`src/rtl/mult_seq.sv`:
```
// rtl/mult_seq.sv - multicycle 32x32 shift-and-add multiply sequencer driving a shared adder
module mult_seq #(
  parameter int WIDTH = 32,
  parameter int CNT_W = 5
) (
  input  logic             clk,
  input  logic             reset_n,
  input  logic             start,
  input  logic             signed_op,
  input  logic [WIDTH-1:0] a,
  input  logic [WIDTH-1:0] b,
  output logic             busy,
  output logic             done,
  output logic [WIDTH-1:0] hi,
  output logic [WIDTH-1:0] lo,
  output logic [WIDTH-1:0] add_a,
  output logic [WIDTH-1:0] add_b,
  input  logic [WIDTH-1:0] add_sum
);

  localparam logic [2:0] S_IDLE   = 3'd0;
  localparam logic [2:0] S_NEG_A  = 3'd1;
  localparam logic [2:0] S_NEG_B  = 3'd2;
  localparam logic [2:0] S_MUL    = 3'd3;
  localparam logic [2:0] S_NEG_LO = 3'd4;
  localparam logic [2:0] S_NEG_HI = 3'd5;
  localparam logic [2:0] S_DONE   = 3'd6;

  localparam logic [WIDTH-1:0] ONE      = {{(WIDTH-1){1'b0}}, 1'b1};
  localparam logic [CNT_W-1:0] CNT_LAST = {CNT_W{1'b1}};

  logic [2:0]       state_q, state_d;
  logic [WIDTH-1:0] m_q, m_d;
  logic [WIDTH-1:0] hi_q, hi_d;
  logic [WIDTH-1:0] lo_q, lo_d;
  logic [CNT_W-1:0] cnt_q, cnt_d;
  logic             neg_q, neg_d;
  logic             sgn_q, sgn_d;
  logic             z_q, z_d;
  logic             carry;

  // The shared adder has no carry-out, so rebuild it from the operand and sum MSBs.
  assign carry = (add_a[WIDTH-1] & add_b[WIDTH-1])
               | ((add_a[WIDTH-1] | add_b[WIDTH-1]) & ~add_sum[WIDTH-1]);

  assign busy = (state_q != S_IDLE) && (state_q != S_DONE);
  assign done = (state_q == S_DONE);
  assign hi   = hi_q;
  assign lo   = lo_q;

  always_comb begin
    add_a = '0;
    add_b = '0;
    case (state_q)
      S_NEG_A: begin
        add_a = m_q[WIDTH-1] ? ~m_q : m_q;
        add_b = m_q[WIDTH-1] ? ONE : '0;
      end
      S_NEG_B: begin
        add_a = lo_q[WIDTH-1] ? ~lo_q : lo_q;
        add_b = lo_q[WIDTH-1] ? ONE : '0;
      end
      S_MUL: begin
        add_a = hi_q;
        add_b = lo_q[0] ? m_q : '0;
      end
      S_NEG_LO: begin
        add_a = neg_q ? ~lo_q : lo_q;
        add_b = neg_q ? ONE : '0;
      end
      S_NEG_HI: begin
        if (neg_q) begin
          add_a = ~hi_q;
          add_b = {{(WIDTH-1){1'b0}}, z_q};
        end
      end
      default: begin
        add_a = '0;
        add_b = '0;
      end
    endcase
  end

  always_comb begin
    state_d = state_q;
    m_d     = m_q;
    hi_d    = hi_q;
    lo_d    = lo_q;
    cnt_d   = cnt_q;
    neg_d   = neg_q;
    sgn_d   = sgn_q;
    z_d     = z_q;
    case (state_q)
      S_IDLE: begin
        if (start) begin
          m_d     = a;
          lo_d    = b;
          hi_d    = '0;
          cnt_d   = '0;
          neg_d   = signed_op & (a[WIDTH-1] ^ b[WIDTH-1]);
          sgn_d   = signed_op;
          z_d     = 1'b0;
          state_d = signed_op ? S_NEG_A : S_MUL;
        end
      end
      S_NEG_A: begin
        m_d     = add_sum;
        state_d = S_NEG_B;
      end
      S_NEG_B: begin
        lo_d    = add_sum;
        state_d = S_MUL;
      end
      S_MUL: begin
        hi_d  = {carry, add_sum[WIDTH-1:1]};
        lo_d  = {add_sum[0], lo_q[WIDTH-1:1]};
        cnt_d = cnt_q + 1'b1;
        if (cnt_q == CNT_LAST) state_d = sgn_q ? S_NEG_LO : S_DONE;
      end
      S_NEG_LO: begin
        // Two's-complement of the 64-bit magnitude: the low word carries into hi only when it was zero.
        if (neg_q) begin
          lo_d = add_sum;
          z_d  = (lo_q == '0);
        end else begin
          z_d  = 1'b0;
        end
        state_d = S_NEG_HI;
      end
      S_NEG_HI: begin
        if (neg_q) hi_d = add_sum;
        state_d = S_DONE;
      end
      S_DONE:  state_d = S_IDLE;
      default: state_d = S_IDLE;
    endcase
  end

  always_ff @(posedge clk) begin
    if (!reset_n) begin
      state_q <= S_IDLE;
      m_q     <= '0;
      hi_q    <= '0;
      lo_q    <= '0;
      cnt_q   <= '0;
      neg_q   <= 1'b0;
      sgn_q   <= 1'b0;
      z_q     <= 1'b0;
    end else begin
      state_q <= state_d;
      m_q     <= m_d;
      hi_q    <= hi_d;
      lo_q    <= lo_d;
      cnt_q   <= cnt_d;
      neg_q   <= neg_d;
      sgn_q   <= sgn_d;
      z_q     <= z_d;
    end
  end

endmodule
```
`config.mk`:
```
export PLATFORM = sky130hd
export DESIGN_NAME = mult_seq
export DESIGN_NICKNAME = d
export VERILOG_FILES = /design/src/rtl/mult_seq.sv
export SDC_FILE = /design/constraint.sdc
export NUM_CORES = 1
export LEC_CHECK = 0
export ABC_AREA = 0
export CAP_MARGIN = 20
export CORE_MARGIN = 2
export CORE_UTILIZATION = 42
export DETAILED_ROUTE_END_ITERATION = 16
export GPL_TIMING_DRIVEN = 0
export PLACE_DENSITY = 0.88
export SYNTH_ARGS = -nofsm -noshare
export SYNTH_HDL_FRONTEND = slang
export SYNTH_SLANG_ARGS = --single-unit
```
`constraint.sdc`:
```
create_clock -name clk -period 2 [get_ports clk]
set_input_delay 0.4 -clock clk [delete_from_list [all_inputs] [get_ports clk]]
set_output_delay 0.4 -clock clk [all_outputs]
set_load 0.1 [all_outputs]
```
==> results_dict.tcl <==
set metrics [dict create \
    yosysSeqAreaShare 0.328 \
    syn-cell-area_um2 6540 \
    numCtsBuffers 9 \
    path_clk_slew_ns 0.07 \
    drt_pass1_iterations 13 \
    route.met2.wl_um 14800 \
    postLayoutCoreUtil 0.737 \
    path_class "reg -> out" \
    async_reset_ff_frac 0 \
    stdcell_count 1272 \
    synth_area_leaders "dfxtp_1, a222oi_1, nand2_1" \
    die_y_um 129 \
    ff_latch_area_um2 2160 \
    tns_ns -25.99 \
    diodes 0 \
    grt-ovfl-total 0 \
    synthTopCellsByCount "dfxtp_1, nand2_1, nor2_1, clkbuf_1, a222oi_1" \
    worst_pin_slew_ns 0.944 \
    die-area_um2 16600 \
    grt_pass1_wl_um 46500 \
    dpl.hpwl_um 20700 \
    setup_viol 83 \
    clock_skew_ns 0.00778 \
    crit_required_ns 1.60 \
    vias 8762 \
    portBuffers 228 \
    wirelength_met1_um 11700 \
    max_cap_viol_count 0 \
    slew_viol_final 0 \
    hold_path_class "reg -> reg" \
    detail_route.iter0.violations 1912 \
    num_rows 45 \
    antenna_found_initial 0 \
    power.leakage_nw 4.77 \
    viasPerCell 6.89 \
    cts_root_buffer "clkbuf_16" \
    yosysWarningCount 0 \
    fmax_mhz 361 \
    post-synth-top-area-fraction 0.328 \
    initial_core_util 0.430 \
    violations "setup timing" \
    synth_ff_type "dfxtp_1" \
    clkLatencyLatePin_ns 0.37 \
    n_fill_cell 978 \
    totalPowerFinal_mw 9.34 \
    fin_nets 1183 \
    synth_nets 908 \
    gr-usage-all-layers 0.366 \
    status "finished with violations" \
    syn_avg_cell_area_um2 8.12 \
    wl_per_cell_um 26.3 \
    clockBufferDepth 2 \
    rsz0062_at_grt "yes" \
    hold_end "sgn_q" \
    synth_seq_cells 107 \
    r2r-start "state_q[0]" \
    yosysTopAreaCell "dfxtp_1" \
    dr_wl_met3_um 4580 \
    gp_congestion 0.963 \
    ff2ff_path_depth 8 \
    core_area_um2 15200 \
    holdPathStages 2 \
    fin_hold_ws_ns 0.477 \
    crit_fanout 5 \
    die_x_um 129 \
    startpoint_type "flip-flop" \
    max_slew_margin 0.373 \
    powerDensity_nw_per_um2 834 \
    io-pin-count 230 \
    finalHoldViolations 0 \
    synth.most_common_cell "dfxtp_1" \
    top_layer_used "met4" \
    drive_above_1_share 0.339 \
    syn_to_final_growth_pct 71.3 \
    cp.arrival_ns 2.37 \
    min_from "sgn_q" \
    synth-edff-count 0 \
    h-tree-depth 3 \
    reg2reg_to "hi[6]" \
    cts_sinks 107 \
    syn_inst 805 \
    grt_max_degree 17 \
    fin_crit_sh 1.39 \
    layout_setup_ws_ns -0.771 \
    max-vdd-ir-drop_v 0.000837 \
    multi_input_area_um2 4480 \
    drcViolationCount 0 \
    fin_crit_ns 2.77 \
    ys_types 52 \
    wirelength_um 33400 \
    end_kind "output pin" \
    dp.cells 1221 \
    grt_pass1_vias 8088 \
    postRouteAntennaNets 0 \
    cts_tree "done" \
    reg2reg_setup_slack_ns -0.05 \
]
-- timing repair --
action	CTS	global route
buffers inserted	14	16
gates cloned	7	9
endpoints found under the setup margin	206	165
pin swaps	26	24
hold buffers	0	0
resized for setup	833	104
-- layout make-up --
type / instances / area share
timing repair buffer: 271 / 0.289
clock inverter: 4 / 0.00659
multi-input combinational: 603 / 0.400
buffer: 84 / 0.0670
sequential: 107 / 0.193
tap: 188 / 0.0210
clock buffer: 11 / 0.0226
inverter: 4 / 0.00134
-- layer usage --
layer,vias to the layer above,GRT usage
met3,237,0.0944
met1,4048,0.460
li1,3634,-
met2,843,0.575
met5,-,0
met4,0,0.198
-- kinds of logic (layout without fill, tap and decap cells) --
kind of cell               Yosys count  in the layout  synth area share
and+or+nand+nor                    311            312             0.246
AOI/OAI and AO/OA                  253            254             0.307
DFF                                107            107             0.328
buffers and inverters               97            374            0.0683
xor gates and xnor gates            34             34            0.0456
adders and majority gates            3              3           0.00574
-- placed cells by master, fill, tap and decap left out, types with 31 or more instances in the layout --
cell type	count
dfxtp_1	99
nand2_1	97
clkdlybuf4s50_1	97
nor2_1	66
a222oi_1	63
clkdlybuf4s15_2	57
buf_6	41
a21oi_1	39
nand3_1	38
buf_12	38
o21ai_0	37
o211a_1	32
xor2_1	31
o211ai_1	31
and3_4	31
-- critical path, cell delays in order, from the launching register on --
cell,delay [ns]
dfxtp_4,0.38
buf_6,0.11
or3b_4,0.39
a21oi_4,0.18
buf_12,0.15
buf_8,0.14
nand2_1,0.08
o211ai_1,0.28
buf_6,0.30
-- report_power, final --
group | leakage, nW | total [mW] | switching (mW) | internal, mW
registers | 0.888 | 2.73 | 0.362 | 2.37
logic | 3.72 | 4.55 | 3.15 | 1.40
clock network | 0.162 | 2.06 | 0.893 | 1.16
total | 4.77 | 9.34 | 4.41 | 4.93
-- registers in the layout, summed over array words and instances (netlist names) --
register / cells
sgn_q: 1
state_q: 3
lo: 32
hi: 32
neg_q: 1
cnt_q: 5
z_q: 1
m_q: 32
-- worst max-delay path by stage --
stage | startpoint | endpoint | slack, ns
finish | state_q[2] | add_a[28] | -0.77
detailed placement | state_q[0] | add_a[18] | -1.49
CTS | state_q[2] | add_a[29] | -0.59
global placement | state_q[0] | add_a[29] | -1.47
global route | state_q[2] | add_a[28] | -0.80
floorplan | lo[31] | add_a[0] | -0.92
-- per-stage QoR --
step	setup WS (ns)	instance area [um2]
global placement	-1.47	9280
floorplan	-0.921	6770
global route	-0.802	11200
finish	-0.771	11200
CTS	-0.591	10700
detailed placement	-1.49	9280
Power figures use the tool's default switching activity.
